File: config.mk
export PLATFORM = sky130hd
export DESIGN_NAME = mcp4922_rx
export DESIGN_NICKNAME = d
export VERILOG_FILES = /design/src/rtl/mcp4922_rx.sv
export SDC_FILE = /design/constraint.sdc
export NUM_CORES = 1
export LEC_CHECK = 0
export BUFFER_PORTS_ARGS = -buffer_cell sky130_fd_sc_hd__buf_4
export CAP_MARGIN = 10
export CORE_MARGIN = 8
export CORE_UTILIZATION = 55
export CTS_BUF_LIST = sky130_fd_sc_hd__clkbuf_8
export DETAILED_ROUTE_END_ITERATION = 8
export HOLD_SLACK_MARGIN = 0.1
export PLACE_DENSITY = 0.81
export RECOVER_POWER = 50
export SLEW_MARGIN = 20
export SYNTH_ARGS = -nofsm -noshare
export SYNTH_HDL_FRONTEND = slang
export SYNTH_SLANG_ARGS = --single-unit
File: constraint.sdc
create_clock -name clk -period 2.7 [get_ports clk]
set_input_delay 0.54 -clock clk [delete_from_list [all_inputs] [get_ports clk]]
set_output_delay 0.54 -clock clk [all_outputs]
set_load 0.1 [all_outputs]
File: src/rtl/mcp4922_rx.sv
// mcp4922_rx: receive-side decoder for the MCP4922 DAC serial stream.
// Oversamples cs/sclk/data in the clk domain and deserialises 16-bit
// frames MSB-first. A frame is accepted only if it is exactly 16 bits long.
// The decoded command and the per-channel holding registers (X = A, Y = B)
// are presented on the outputs.
//
// Optional feature, selected with the macro PAIR_LATCH_EN:
//   When PAIR_LATCH_EN is defined, an X frame is parked in a hidden pending
//   register. The following Y frame then updates X and Y together.
//   When it is undefined, each channel updates independently.
module mcp4922_rx #(
  parameter int          SYNC_STAGES = 2,
  parameter logic [11:0] RESET_VALUE = 12'h800
) (
  input  logic        clk,
  input  logic        reset,
  input  logic        cs_pin,
  input  logic        sclk_pin,
  input  logic        data_pin,
  output logic        frame_valid,
  output logic        frame_error,
  output logic        frame_axis,
  output logic        frame_buf,
  output logic        frame_gain,
  output logic        frame_shdn,
  output logic [11:0] frame_value,
  output logic [11:0] x_value,
  output logic [11:0] y_value,
  output logic        busy
);

  typedef enum logic [1:0] {
    WAIT_IDLE = 2'd0,
    IDLE      = 2'd1,
    SHIFT     = 2'd2
  } state_t;

  // The settle counter covers the synchronizer depth plus the edge-detect
  // register. Once it is full, cs_q holds a real port sample and no longer
  // a reset value.
  localparam int                 SETTLE_W   = $clog2(SYNC_STAGES + 2) + 1;
  localparam logic [SETTLE_W-1:0] SETTLE_MAX = SETTLE_W'(SYNC_STAGES + 1);

  // Synchronizer chains. Index 0 is nearest to the pin.
  logic [SYNC_STAGES-1:0] cs_sync;
  logic [SYNC_STAGES-1:0] sclk_sync;
  logic [SYNC_STAGES-1:0] data_sync;
  logic                   cs_s;
  logic                   sclk_s;
  logic                   data_s;

  // Edge-detect stage. Every event is registered, so data_q stays aligned
  // with sclk_rise.
  logic cs_q;
  logic sclk_q;
  logic cs_rise;
  logic cs_fall;
  logic sclk_rise;
  logic data_q;

  logic [SETTLE_W-1:0] settle;
  logic                settled;

  state_t state;
  state_t state_next;

  logic [15:0] shift_reg;
  logic [4:0]  bit_cnt;
  logic [15:0] shift_nxt;
  logic [4:0]  cnt_nxt;
  logic        frame_close;
  logic        frame_good;
  logic        frame_bad;

`ifdef PAIR_LATCH_EN
  logic [11:0] x_pending;
`endif

  assign cs_s    = cs_sync[SYNC_STAGES-1];
  assign sclk_s  = sclk_sync[SYNC_STAGES-1];
  assign data_s  = data_sync[SYNC_STAGES-1];
  assign settled = (settle == SETTLE_MAX);

  // Shift the three pin samples through equal-depth synchronizer chains.
  always_ff @(posedge clk) begin
    if (reset) begin
      cs_sync   <= '1;
      sclk_sync <= '0;
      data_sync <= '0;
    end else begin
      cs_sync[0]   <= cs_pin;
      sclk_sync[0] <= sclk_pin;
      data_sync[0] <= data_pin;
      for (int i = 1; i < SYNC_STAGES; i++) begin
        cs_sync[i]   <= cs_sync[i-1];
        sclk_sync[i] <= sclk_sync[i-1];
        data_sync[i] <= data_sync[i-1];
      end
    end
  end

  // Register the synchronized levels and the cs/sclk edge events.
  always_ff @(posedge clk) begin
    if (reset) begin
      cs_q      <= 1'b1;
      sclk_q    <= 1'b0;
      cs_rise   <= 1'b0;
      cs_fall   <= 1'b0;
      sclk_rise <= 1'b0;
      data_q    <= 1'b0;
    end else begin
      cs_q      <= cs_s;
      sclk_q    <= sclk_s;
      cs_rise   <= cs_s & ~cs_q;
      cs_fall   <= ~cs_s & cs_q;
      sclk_rise <= sclk_s & ~sclk_q;
      data_q    <= data_s;
    end
  end

  // Count cycles after reset until the pipeline holds only real samples.
  // Until then, a fake cs fall left over from the reset values is ignored.
  always_ff @(posedge clk) begin
    if (reset) begin
      settle <= '0;
    end else if (!settled) begin
      settle <= settle + SETTLE_W'(1);
    end else begin
      settle <= settle;
    end
  end

  // FSM state register.
  always_ff @(posedge clk) begin
    if (reset) begin
      state <= WAIT_IDLE;
    end else begin
      state <= state_next;
    end
  end

  // FSM next-state logic. WAIT_IDLE discards any frame that was already
  // in progress when reset was released.
  always_comb begin
    state_next = state;
    case (state)
      WAIT_IDLE: begin
        if (settled && cs_q) begin
          state_next = IDLE;
        end else begin
          state_next = WAIT_IDLE;
        end
      end
      IDLE: begin
        if (cs_fall) begin
          state_next = SHIFT;
        end else begin
          state_next = IDLE;
        end
      end
      SHIFT: begin
        if (cs_rise) begin
          state_next = IDLE;
        end else begin
          state_next = SHIFT;
        end
      end
      default: begin
        state_next = WAIT_IDLE;
      end
    endcase
  end

  // FSM outputs.
  always_comb begin
    busy = 1'b0;
    case (state)
      SHIFT:   busy = 1'b1;
      default: busy = 1'b0;
    endcase
  end

  // Next shift/count values. A bit that arrives in the same cycle as the
  // cs rise is folded in before the frame is judged.
  always_comb begin
    shift_nxt = shift_reg;
    cnt_nxt   = bit_cnt;
    if ((state == SHIFT) && sclk_rise) begin
      shift_nxt = {shift_reg[14:0], data_q};
      if (bit_cnt >= 5'd17) begin
        cnt_nxt = 5'd17;
      end else begin
        cnt_nxt = bit_cnt + 5'd1;
      end
    end else begin
      shift_nxt = shift_reg;
      cnt_nxt   = bit_cnt;
    end
    frame_close = (state == SHIFT) && cs_rise;
    frame_good  = frame_close && (cnt_nxt == 5'd16);
    frame_bad   = frame_close && (cnt_nxt != 5'd16);
  end

  // Deserializer, frame status pulses and decoded command fields.
  always_ff @(posedge clk) begin
    if (reset) begin
      shift_reg   <= 16'h0000;
      bit_cnt     <= 5'd0;
      frame_valid <= 1'b0;
      frame_error <= 1'b0;
      frame_axis  <= 1'b0;
      frame_buf   <= 1'b0;
      frame_gain  <= 1'b0;
      frame_shdn  <= 1'b0;
      frame_value <= 12'h000;
    end else begin
      frame_valid <= frame_good;
      frame_error <= frame_bad;
      if ((state == IDLE) && cs_fall) begin
        shift_reg <= 16'h0000;
        bit_cnt   <= 5'd0;
      end else begin
        shift_reg <= shift_nxt;
        bit_cnt   <= cnt_nxt;
      end
      if (frame_good) begin
        frame_axis  <= shift_nxt[15];
        frame_buf   <= shift_nxt[14];
        frame_gain  <= shift_nxt[13];
        frame_shdn  <= shift_nxt[12];
        frame_value <= shift_nxt[11:0];
      end else begin
        frame_axis  <= frame_axis;
        frame_buf   <= frame_buf;
        frame_gain  <= frame_gain;
        frame_shdn  <= frame_shdn;
        frame_value <= frame_value;
      end
    end
  end

`ifdef PAIR_LATCH_EN
  // Channel holding registers. X is parked until the next Y frame arrives,
  // then both registers update in the same cycle.
  always_ff @(posedge clk) begin
    if (reset) begin
      x_pending <= RESET_VALUE;
      x_value   <= RESET_VALUE;
      y_value   <= RESET_VALUE;
    end else if (frame_good) begin
      if (shift_nxt[15]) begin
        y_value   <= shift_nxt[11:0];
        x_value   <= x_pending;
        x_pending <= x_pending;
      end else begin
        x_pending <= shift_nxt[11:0];
        x_value   <= x_value;
        y_value   <= y_value;
      end
    end else begin
      x_pending <= x_pending;
      x_value   <= x_value;
      y_value   <= y_value;
    end
  end
`else
  // Channel holding registers. Each channel takes its own frames directly.
  always_ff @(posedge clk) begin
    if (reset) begin
      x_value <= RESET_VALUE;
      y_value <= RESET_VALUE;
    end else if (frame_good) begin
      if (shift_nxt[15]) begin
        y_value <= shift_nxt[11:0];
        x_value <= x_value;
      end else begin
        x_value <= shift_nxt[11:0];
        y_value <= y_value;
      end
    end else begin
      x_value <= x_value;
      y_value <= y_value;
    end
  end
`endif

endmodule

# Yosys cells after proc, flatten, opt, wreduce, memory -nomap -nowiden
# Cells that the tools add are included.
# word_totals
regBits,80
wordCells,55
inputBits,5
output_inout_bits,43
# op_classes
order_cmp,1
bitwise,7
n_reduce_logical,10
n_addsub,2
n_mux,8
n_eq_ne,5
# op_table
op,count
$mux W16,1
$mux W5,2
$logic_and A1 B1 Y1,6
$pmux W2 S3,1
$add A5 B1 Y5 const B,1
$eq A5 B5 Y1 const B,1
$ge A5 B5 Y1 const B,1
$ne A5 B5 Y1 const B,1
$mux W2,2
$not A1 Y1,4
$reduce_and A2 Y1,2
$add A3 B1 Y3 const B,1
$and A1 B1 Y1,3
$eq A3 B2 Y1 const B,1
$eq A2 B1 Y1 const B,1
$eq A2 B2 Y1 const B,1
$logic_not A2 Y1,1
$mux W1,2
$reduce_or A2 Y1,1

# Longest topological paths before layout
# depth
word_depth,6
mapped_depth,7
ltp_nobuf,6

# Worst setup path before layout
# OpenSTA, ideal clock, no wires.
# synth_path
path_kind,register -> register
from,register bit_cnt[1]
to,register x_value[10]
period_less_slack_ns,2.052
slack_ns,0.648
setup_time_ns,0.072
required_ns,2.628
n_path_buf,1
stages_incl_launch_ff,8
arrival_time_ns,1.980
cell_sequence,dfxtp_1 inv_1 ha_1 nand4b_4 or4_4 a21oi_4 buf_12 mux2i_1
# synth_via
elab_chain_cells,6
elab_cells_between_ends,7
classes_between,add/sub: 1; order compare: 1; eq/ne: 1; mux: 2; reduce/logical: 2
# synth_rtl
element,line_no,source
"start, declared",68,logic [4:0] bit_cnt;
"start signal, assigned",224,bit_cnt <= cnt_nxt;
$add A5 B1 Y5 or $ge A5 B5 Y1 (tied branches),"193, 190",
$mux W5,190,if (bit_cnt >= 5'd17) begin
$mux W5 *,188,if ((state == SHIFT) && sclk_rise) begin
$eq A5 B5 Y1 *,200,frame_good = frame_close && (cnt_nxt == 5'd16);
$logic_and A1 B1 Y1 *,200,
$reduce_and A2 Y1 (no line) *,n/a,
"end signal, assigned",275,x_value <= x_value;
"end signal, assigned",277,x_value <= shift_nxt[11:0];
"end signal, assigned",281,x_value <= x_value;
"end, declared",27,"output logic [11:0] x_value,"
# Mark *: on every way between the ends. The rest lies on a longest branch, timed or not.
# A chain may end at the register's enable or synchronous reset.

# Worst setup path after layout
# layout_path
from,register bit_cnt[1]
to,register frame_gain
# layout_via
elab_chain_cells,5
elab_cells_between_ends,6
classes_between,add/sub: 1; order compare: 1; eq/ne: 1; mux: 2; reduce/logical: 1
# layout_rtl
element,line_no,source
$add A5 B1 Y5 or $ge A5 B5 Y1 (tied branches),"193, 190",
$mux W5,190,
$mux W5 *,188,
$eq A5 B5 Y1 *,200,
$logic_and A1 B1 Y1 *,200,
"end signal, assigned",229,frame_gain <= shift_nxt[13];
"end signal, assigned",235,frame_gain <= frame_gain;
"end, declared",24,"output logic frame_gain,"
# Marks and branches as above.

==> impl_metrics.ini <==
[logic_synthesis]
netlist_area_um2 = 3150
synthAdderAreaFrac = 0.0159
synthMuxAreaShare = 0.131
synth_xor_area_frac = 0.00835
synth_top_area_share = 0.509
synth_compound_area_frac = 0.0644
yosysSeqAreaShare = 0.509
synth_edf_count = 0
ys_async_sr_fraction = 0
yosysWarnings = 0
synth_area_leader_cell = dfxtp_1
yosysMostFrequentCell = dfxtp_1
yosys.area_share.simple = 0.225
synthCells = 294
syn-num-nets = 303
synthTopCellsByCount = dfxtp_1 (80), mux2i_1 (39), nor2_1 (32)
ys.flop_type = dfxtp_1
ys_seq_elements = 80
synth_cell_type_count = 42
synth_top_cells_by_area = dfxtp_1 (51%), mux2i_1 (12%), a211oi_1 (3.8%)
syn-mean-instance-area_um2 = 10.7
synth_top_family_by_area = simple AND/OR/NAND/NOR gates

[layout]
drive_gt1_frac = 0.162
largest_register_ffs = 16
syn_to_final_growth_pct = 12.3
fin_area_um2 = 3530
nFillCells = 475
insertedDiodeCount = 0
fin_nets = 351

[timing]
rsz0062_at_grt = no
worstMarginPinSlew_ns = 1.20
fmax_ghz = 0.424
fin_tns_setup_ns = 0
timing.final.crit_share = 0.874
hold_viol_final = 0
skew_ns = 0.0122
period_needed_ns = 2.36
finalSetupViolCount = 0
drv_slew = 0
max-slew-margin-rel = 0.207

[global_routing]
grt_pass1_vias = 2219
track_usage = 0.149
grt_max_degree = 71
overflow = 0
antenna_found_initial = 0
grt_first_pass_wirelength_um = 10100

[floorplanning]
fp-row-count = 27
io_pins = 48
dieArea_um2 = 8400
core_area_um2 = 5510
initial_core_util = 0.571
fp.dieW_um = 91.6
fp.dieH_um = 91.6

[drt]
wl_um = 6120
drt_iter0_drc = 122
met2_length_um = 2840
drt-met1-wl_um = 2840
via_count = 2180
drcViolationCount = 0
avgRoutedWirePerCell_um = 14.6
met3_length_um = 315
drtAntennaViolNets = 0
highest_layer = met4
first_pass_iters = 5
viasPerCell = 5.22

[cts]
cts_setup_buffers = 0
holdBufCountCts = 0
cts_resized = 0
htree_levels = 3
tritoncts = done
cts_max_path_buffers = 2
cts_root_buf = clkbuf_8
cts.clk_slew.worst_paths_ns = 0.07
worstSkewPairLatency_ns = 0.35
cts.sinks = 80
cts_buffers = 9

[critical_path]
reg2regPathDepth = 6
r2r-end = frame_gain
timing.critical_path.from_type = flip-flop
crit_arrival_ns = 2.53
critPathCapture = frame_gain
cp_max_fo = 14
r2r_start = bit_cnt[1]
crit_type = reg2reg
ff2ff_setup_slack_ns = 0.34
startpoint = bit_cnt[1]
required_ns = 2.87
crit_path_end_kind = flip-flop

[power]
p_leak_uw = 0.00138
ir_drop_mv = 0.421
powerDensity_nw_per_um2 = 591

[flow_run]
maxCapViolCount = 0

[placement]
place_congestion = 0.743
post_dp_cell_area_um2 = 3520
hpwl_um = 4140
port_buffers = 47

[run_status]
status = finished clean

[hold_path]
holdCritPathClass = in2reg
report_power, final:
part / internal [µW] / switching [µW] / total (µW)
clock: 412 / 397 / 810
sequential: 1200 / 10.8 / 1210
combinational: 32.7 / 38.9 / 71.6
total: 1640 / 447 / 2090
worst max-delay path, stage by stage (launching register included):
cell      delay, ns
dfxtp_1        0.43
inv_1          0.07
ha_1           0.30
nand4b_1       0.23
or4_4          0.59
nand2_1        0.43
a211oi_1       0.14
metrics by stage:
| step | utilization | instances | hold WS [ns] | worst slack (ns) | total power [µW] |
|---|---|---|---|---|---|
| 5_1_grt | 0.642 | 418 | 0.373 | 0.164 | 2170 |
| 4_1_cts | 0.671 | 418 | 0.367 | 0.466 | 2110 |
| 3_3_place_gp | 0.639 | 403 | 0.372 | 0.563 | 1300 |
| 3_5_place_dp | 0.639 | 403 | 0.381 | 0.457 | 1310 |
| 2_1_floorplan | - | 294 | 0.367 | 0.648 | 1290 |
| 6_report | 0.642 | 418 | 0.379 | 0.340 | 2090 |
how the worst min path moves through the flow:
stage                     startpoint          to  slack, ns  cells after the start
final                         cs_pin  cs_sync[0]       0.38                      2
after detailed placement      sclk_q   sclk_rise       0.38                      1
after global routing          cs_pin  cs_sync[0]       0.37                      2
after CTS                     cs_pin  cs_sync[0]       0.37                      2
after floorplan               sclk_q   sclk_rise       0.37                      1
after global placement        sclk_q   sclk_rise       0.37                      1
area by class of cell:
cell class / instances / area, µm² / area share
flip-flops and latches: 80 / 1600 / 0.453
multi-input cells: 192 / 1380 / 0.392
repair buffers: 55 / 264 / 0.0747
clock buffers: 9 / 124 / 0.0351
well taps: 72 / 90.1 / 0.0255
clock inverters: 6 / 55.1 / 0.0156
inverters: 4 / 15.0 / 0.00425
cells by family after synthesis:
kind of cell    count (synthesis)
xor+xnor                        3
mux                            41
buf+inv                        22
fa+ha+maj                       4
compound gates                 27
simple gates                  117
flops                          80
placed cells by master (no fill, tap or decap), types with 5 or more instances in the layout:
cell type	count
dfxtp_1	80
mux2i_1	39
clkbuf_1	39
nor2_1	32
nor3_1	19
nand2b_1	18
a211oi_1	16
buf_4	15
or2_2	14
nor2b_1	9
clkbuf_8	9
inv_1	7
a21oi_1	5
or2b_2	5
layer usage:
layer | track usage | vias to the layer above
li1 | - | 1106
met1 | 0.172 | 1012
met2 | 0.241 | 49
met3 | 0.0456 | 13
met4 | 0.0791 | 0
met5 | 0 | -
No activity file was read; power rests on OpenSTA's default activity.
